### config.mk
export PLATFORM = sky130hd
export DESIGN_NAME = timer_ctrl
export DESIGN_NICKNAME = d
export VERILOG_FILES = /design/src/rtl/timer_ctrl.sv
export SDC_FILE = /design/constraint.sdc
export NUM_CORES = 1
export LEC_CHECK = 0
export BUFFER_PORTS_ARGS = -buffer_cell sky130_fd_sc_hd__buf_2
export CELL_PAD_IN_SITES_DETAIL_PLACEMENT = 1
export CELL_PAD_IN_SITES_GLOBAL_PLACEMENT = 1
export CORE_MARGIN = 3
export CORE_UTILIZATION = 34
export CTS_BUF_LIST = sky130_fd_sc_hd__clkbuf_16
export CTS_CLUSTER_DIAMETER = 80
export CTS_CLUSTER_SIZE = 20
export DETAILED_ROUTE_END_ITERATION = 8
export PLACE_DENSITY_LB_ADDON = 0.08
export SLEW_MARGIN = 30
export SYNTH_ARGS = -nofsm -noshare
export SYNTH_HDL_FRONTEND = slang
export SYNTH_SLANG_ARGS = --single-unit
### constraint.sdc
create_clock -name clk -period 1.57 [get_ports clk]
set_input_delay 0.157 -clock clk [delete_from_list [all_inputs] [get_ports clk]]
set_output_delay 0.157 -clock clk [all_outputs]
set_load 0.005 [all_outputs]
### src/rtl/timer_ctrl.sv
// Microwave-style mm:ss timer controller. It takes keypad digits into a
// BCD entry register, loads them into an external down-counter cascade,
// gates the count enable while cooking, and holds a done indication for a
// fixed number of ticks before returning to the entry state.
//
// state | meaning
// SET   | idle, keypad entry accepted, waiting for start
// LOAD  | one-cycle parallel load of the entry into the counter cascade
// RUN   | heater on, cascade counts down on each tick
// PAUSE | heater off, count frozen, resume without reload or stop to abort
// DONE  | count reached zero, done held for DONE_HOLD ticks
module timer_ctrl #(
    parameter int DONE_HOLD = 5
) (
    input  logic        clk,
    input  logic        clear,
    input  logic        tick,
    input  logic        key_valid,
    input  logic [3:0]  key_digit,
    input  logic        start,
    input  logic        stop,
    input  logic        door_closed,
    input  logic        timer_zero,
    output logic        loadn,
    output logic [15:0] load_data,
    output logic        en,
    output logic        mag_on,
    output logic        done
);

    // The counter only needs to reach DONE_HOLD-1; the last tick exits DONE.
    localparam int CW = (DONE_HOLD > 1) ? $clog2(DONE_HOLD) : 1;
    localparam logic [CW-1:0] HOLD_LAST = CW'(DONE_HOLD - 1);

    typedef enum logic [2:0] {
        SET   = 3'd0,
        LOAD  = 3'd1,
        RUN   = 3'd2,
        PAUSE = 3'd3,
        DONE  = 3'd4
    } state_t;

    state_t          state, state_nxt;
    logic [15:0]     entry, entry_nxt;
    logic [CW-1:0]   hold_cnt, hold_cnt_nxt;

    assign load_data = entry;

    // State, entry register and done-hold counter; clear overrides everything.
    always_ff @(posedge clk) begin
        if (clear) begin
            state    <= SET;
            entry    <= 16'h0000;
            hold_cnt <= '0;
        end else begin
            state    <= state_nxt;
            entry    <= entry_nxt;
            hold_cnt <= hold_cnt_nxt;
        end
    end

    // Next-state logic plus state-decoded outputs; en is the only output
    // that also looks at inputs, so the cascade stops exactly at 00:00.
    always_comb begin
        state_nxt    = state;
        entry_nxt    = entry;
        hold_cnt_nxt = hold_cnt;
        loadn        = 1'b1;
        en           = 1'b0;
        mag_on       = 1'b0;
        done         = 1'b0;

        case (state)
            SET: begin
                if (stop) begin
                    entry_nxt = 16'h0000;
                end else if (start && door_closed && (entry != 16'h0000)) begin
                    state_nxt = LOAD;
                end else if (key_valid && (key_digit <= 4'd9)) begin
                    entry_nxt = {entry[11:0], key_digit};
                end
            end

            LOAD: begin
                loadn     = 1'b0;
                state_nxt = RUN;
            end

            RUN: begin
                mag_on = 1'b1;
                en     = tick & ~timer_zero;
                if (!door_closed) begin
                    state_nxt = PAUSE;
                end else if (stop) begin
                    state_nxt = PAUSE;
                end else if (timer_zero) begin
                    state_nxt    = DONE;
                    hold_cnt_nxt = '0;
                end
            end

            PAUSE: begin
                if (stop) begin
                    state_nxt = SET;
                    entry_nxt = 16'h0000;
                end else if (start && door_closed) begin
                    state_nxt = RUN;
                end
            end

            DONE: begin
                done = 1'b1;
                if (start || stop) begin
                    state_nxt = SET;
                    entry_nxt = 16'h0000;
                end else if (tick) begin
                    if (hold_cnt == HOLD_LAST) begin
                        state_nxt    = SET;
                        entry_nxt    = 16'h0000;
                        hold_cnt_nxt = '0;
                    end else begin
                        hold_cnt_nxt = hold_cnt + CW'(1);
                    end
                end
            end

            default: begin
                state_nxt = SET;
                entry_nxt = 16'h0000;
            end
        endcase
    end

endmodule

=== Word-level counts from Yosys, hierarchy flattened ===
Cells that the tools add are included.
W data, S select, Z words.

* Input bits: 12
* Word-level logic and storage cells: 68
* Register bits: 22
* Output and inout bits: 20

* $add $sub $neg: 1
* Mux-type cells: 30
* Eq/ne operators: 19
* Reduce and logical (&&, ||, !) cells: 11
* Bitwise logic cells: 3
* Magnitude comparators: 1

{| class="wikitable"
|+ Operator list
! kind !! count
|-
| $mux W16 || 7
|-
| $pmux W16 S4 || 1
|-
| $mux W3 || 16
|-
| $reduce_and A6 Y1 || 3
|-
| $ne A2 B2 Y1 const B || 8
|-
| $reduce_bool A16 Y1 || 1
|-
| $ne A3 B3 Y1 const B || 5
|-
| $pmux W3 S5 || 1
|-
| $eq A3 B2 Y1 const B || 2
|-
| $eq A3 B3 Y1 const B || 2
|-
| $pmux W3 S2 || 1
|-
| $le A4 B4 Y1 const B || 1
|-
| $mux W1 || 4
|-
| $ne A4 B4 Y1 const B || 1
|-
| $add A3 B1 Y3 const B || 1
|-
| $eq A3 B1 Y1 const B || 1
|-
| $logic_and A1 B1 Y1 || 3
|-
| $logic_not A3 Y1 || 1
|-
| $not A1 Y1 || 2
|-
| $reduce_bool A2 Y1 || 1
|-
| $reduce_or A2 Y1 || 1
|-
| $and A1 B1 Y1 || 1
|-
| $logic_or A1 B1 Y1 || 1
|}

=== Logic depth before layout (Yosys ltp) ===
* Word-level depth: 6
* Mapped depth: 7
* Gate-level depth less buffers: 7

=== Least setup slack after synthesis ===
No wires, ideal clock.

* Path type: register to register
* Start point: reg state[0]
* End point: reg entry[6], in the netlist load_data[6]
* Library setup time: 59 ps
* Setup slack: -151 ps
* Arrival: 1663 ps
* Cell stages (with the launch flop): 7
* Cells stage by stage: dfxtp_1 > buf_6 > or4_4 > o21bai_4 > a31oi_4 > buf_6 > a22o_1

* Word-level cells in the longest chain between the ends: 4
* Elaborated cells on any way between the ends: 14
* Those cells by class: eq/ne (9); mux (1); bitwise (1); reduce/logical (3)

{| class="wikitable"
|+ Ends and longest elaborated chain
! what !! RTL line !! source
|-
| start, declared || 43 || <nowiki>state_t state, state_nxt;</nowiki>
|-
| start signal, assigned || 56 || <nowiki>state <= state_nxt;</nowiki>
|-
| $eq A3 B2 Y1 / $eq A3 B1 Y1 (equally long branches) || 73 || <nowiki>case (state)</nowiki>
|-
| $reduce_or A2 Y1 (no source line) || -- ||
|-
| $not A1 Y1 (no source line) || -- ||
|-
| $reduce_and A6 Y1 (no source line) || -- ||
|-
| end signal, assigned || 57 || <nowiki>entry <= entry_nxt;</nowiki>
|-
| end, declared || 44 || <nowiki>logic [15:0] entry, entry_nxt;</nowiki>
|}

Parallel ways exist; a longest one is shown, timed or not.
A chain may end at the register's enable or synchronous reset.

=== Final worst setup path ===
* Start point: reg entry[15], in the netlist load_data[15]
* End point: reg entry[2], in the netlist load_data[2]

* Word-level cells in the longest chain between the ends: 4

{| class="wikitable"
|+ Ends and longest elaborated chain
! what !! RTL line !! source
|-
| $reduce_bool A16 Y1 || 77 || <nowiki>end else if (start && door_closed && (entry != 16'h0000)) begin</nowiki>
|-
| $logic_and A1 B1 Y1 || 77 ||
|-
| $ne A3 B3 Y1 (no source line) || -- ||
|-
| $reduce_and A6 Y1 (no source line) || -- ||
|}

No other way between the ends.

==> metrics.log <==
[metrics] count of cell types in the netlist: 38
[metrics] Worst slew margin: between 70% and 80%
[metrics] vias in the first global route: around 1100
[metrics] antenna violations before repair: 0
[metrics] max-cap viol count: 0
[metrics] clock edge transition at the registers on the reported setup and hold paths: ~60 ps
[metrics] number of remaining DRC errors: 0
[metrics] maximum level of the CTS H-tree: 1
[metrics] Min-Delay Path Class: in2reg
[metrics] slew at the pin with the worst max-slew slack: between 400 and 500 ps
[metrics] period utilization: 109%
[metrics] TritonCTS Sinks: 22
[metrics] total die area: between 3000 and 4000 sq um
[metrics] required arrival time at the worst endpoint: ~1700 ps
[metrics] effective utilization at floorplan: a little under two fifths
[metrics] Worst Skew: 2.46 ps
[metrics] global-route wire length before repair: roughly 5300 um
[metrics] maximum number of pins on one net before global-route repair: 13
[metrics] placer's final routability congestion estimate: 0.801
[metrics] Worst R2R Setup Slack: -140 ps
[metrics] number of antenna repair diodes: 0
[metrics] Seq pwr share: between 30% and 40%
[metrics] switching share of power: between 20 and 30%
[metrics] Die X-Extent: slightly above 60 um
[metrics] total I/O pin count: 32
[metrics] Clock power frac: 32.9%
[metrics] Worst Setup Start Kind: register
[metrics] number of input and output port buffers inserted: 31
[metrics] minimum setup slack in the final design: -142 ps
[metrics] final hold violation count: 0
[metrics] TritonCTS buffer count: 3
[metrics] clock latency on the worst-skew pair: between 200 and 300 ps
[metrics] synthesis-to-layout area growth: 56.4%
[metrics] CTS hold repair buffers: 0
[metrics] synthesized net count: 114
[metrics] power per standard cell area: between 900 and 1000 nW/um^2
[metrics] wire length per cell after detailed routing: roughly 17 um
[metrics] predominant post-synthesis flop cell: sky130_fd_sc_hd__dfxtp_1
[metrics] worst-case hold slack: around 150 ps
[metrics] count of final max-slew check failures: 0
[metrics] kind of end point of the critical path: register
[metrics] Leak Pwr: about 0.75 nW
[metrics] vias per inst: between 5 and 6
[metrics] largest cells by area after synthesis: sky130_fd_sc_hd__dfxtp_1, sky130_fd_sc_hd__a22o_1, sky130_fd_sc_hd__a22o_2
[metrics] Placement Rows: 19
[metrics] fraction of synthesized cell area taken by the top area cell type: between 40 and 50%
[metrics] Initial DRC Count: between 40 and 50
[metrics] Core Box Area: between 2000 and 3000 sq um
[metrics] EDFF count, synth: 0
[metrics] commonest cells after routing, fill and taps aside: sky130_fd_sc_hd__buf_2, sky130_fd_sc_hd__buf_4, sky130_fd_sc_hd__dfxtp_1, sky130_fd_sc_hd__a22o_1
[metrics] cell count after synthesis: 100
[metrics] category of the most critical setup path: reg2reg
[metrics] Root Buffer: sky130_fd_sc_hd__clkbuf_16
[metrics] violated checks: setup timing
[metrics] # nets final: 173
[metrics] total non-filler cell area in the finished layout: approximately 1600 sq um
[metrics] run status: finished with violations
[metrics] unrepaired setup endpoints after global routing: yes
[metrics] worst supply voltage drop on vdd: roughly 0.4 mV
[metrics] Routed Wire Length: roughly 3300 um
[metrics] Post-DRT Antenna Nets: 0
[metrics] peak fanout along the critical path: 8
[metrics] number of flip-flops and latches in the synthesized netlist: 22
[metrics] clock tree from TritonCTS: built
[metrics] fmax: 584 MHz
[metrics] Psw: 0.451 mW
[metrics] per-instance average area after synthesis: 10.4 sq um
[metrics] number of buffers between clock root and the deepest sink: 2
[metrics] combinational share of power: a little over 30%
[metrics] Filler cells: ~320
[metrics] biggest area consumer among synthesized cells: sky130_fd_sc_hd__dfxtp_1
[metrics] Tmin final: roughly 1700 ps
[metrics] CP arrival: 1850 ps
[metrics] Die Y-Extent: about 60 um
[metrics] async set-or-reset flop fraction in the synthesized netlist: 0%
[metrics] detailed-route via count: between 1000 and 1500
[metrics] Design Power: 1.61 mW
[metrics] layout cells sized above 1: a little under three fifths
[metrics] total routing resource utilization after global routing: about a fifth
[metrics] post-DP HPWL: 2290 um
[metrics] gr ovfl total: 0
[metrics] Internal: between 1 and 1.5 mW
[metrics] length of the first detailed-routing pass in iterations: 4
[metrics] Post-Place Cell Area: about 1400 sq um
[metrics] sequential area share after synthesis: 42.3%
[metrics] Synth Cell Area: about 1000 sq um
[metrics] final design utilization: between 50% and 60%
[metrics] leading cell type in the layout, fill and taps excluded: sky130_fd_sc_hd__buf_2
[metrics] count of warnings emitted by yosys: 0
[metrics] Final setup viols: 18
## logic make-up after synthesis
| kind of cell | after synthesis | share of synthesized area [%] |
|---|---|---|
| AND/OR/NAND/NOR | 29 | 18.0 |
| flip-flops | 22 | 42.3 |
| AO/OA/AOI/OAI | 36 | 30.7 |
| adder cells (fa/ha/maj) | 2 | 2.40 |
| buffers and inverters | 11 | 6.61 |
## what timing repair did
item                       4_1_cts  5_1_grt
setup buffers                    2        0
setup endpoints to repair       18       22
pin swaps                       11        5
cloned                           1        0
resized for setup               13       12
hold endpoints to repair         0        0
## state kept, by name, summed over array words and instances (netlist names)
signal	cells
load_data	16
state	3
hold_cnt	3
## per-stage QoR
stage	setup WS [ps]	cells	setup TNS, ps
2_1_floorplan	-106	100	-1060
3_3_place_gp	-233	182	-3760
5_1_grt	-198	189	-3060
6_report	-142	189	-1820
4_1_cts	-140	189	-1910
3_5_place_dp	-280	182	-4410
## path summary, 6_finish.rpt
path                               startpoint            to  cells after the start
worst min register to register    hold_cnt[1]   hold_cnt[1]                      2
worst min-delay path             key_digit[1]  load_data[1]                      2
worst max register to register  load_data[15]  load_data[2]                      6
worst max-delay path            load_data[15]  load_data[2]                      6
## synthesized netlist by cell type, types with 2 or more instances
cell type and instances:
sky130_fd_sc_hd__dfxtp_1 22, sky130_fd_sc_hd__o21ai_0 3, sky130_fd_sc_hd__nor4_1 4, sky130_fd_sc_hd__nand2_1 4
sky130_fd_sc_hd__a22o_1 11, sky130_fd_sc_hd__nor2_1 3, sky130_fd_sc_hd__a21oi_1 4, sky130_fd_sc_hd__ha_1 2
sky130_fd_sc_hd__nand2b_1 2, sky130_fd_sc_hd__nand3_1 5, sky130_fd_sc_hd__nor2b_1 2, sky130_fd_sc_hd__buf_6 3
sky130_fd_sc_hd__inv_1 6, sky130_fd_sc_hd__a22o_2 5
## power by group through the flow
| stage | registers, mW | logic [mW] | clock network [mW] |
|---|---|---|---|
| floorplan | 0.604 | 0.270 | 0 |
| global placement | 0.603 | 0.356 | 0 |
| detailed placement | 0.605 | 0.361 | 0 |
| CTS | 0.593 | 0.428 | 0.539 |
| global route | 0.596 | 0.519 | 0.573 |
| finish | 0.595 | 0.486 | 0.529 |
## critical path: stages (launching register included)
cell                       delay [ps]
sky130_fd_sc_hd__dfxtp_2          330
sky130_fd_sc_hd__nor4_4           310
sky130_fd_sc_hd__a41oi_2          160
sky130_fd_sc_hd__buf_4            170
sky130_fd_sc_hd__o21bai_4         180
sky130_fd_sc_hd__a31oi_4          170
sky130_fd_sc_hd__a22o_2           270
## metal layers
metal	global-route usage [%]	vias up	part of all wire (%)
li1	-	503	-
met1	24.9	504	45
met2	32.2	25	51
met3	1.89	2	3.0
met4	6.06	0	0.91
met5	0	-	0
## final cells by class
class | instances | area, sq um | area share, %
well taps | 31 | 38.8 | 2.38
clock inverters | 1 | 3.75 | 0.231
multi-input cells | 68 | 667 | 41.0
repair buffers | 58 | 377 | 23.1
inverters | 6 | 22.5 | 1.38
clock buffers | 3 | 75.1 | 4.61
flip-flops and latches | 22 | 444 | 27.3
Power figures use the tool's default switching activity.
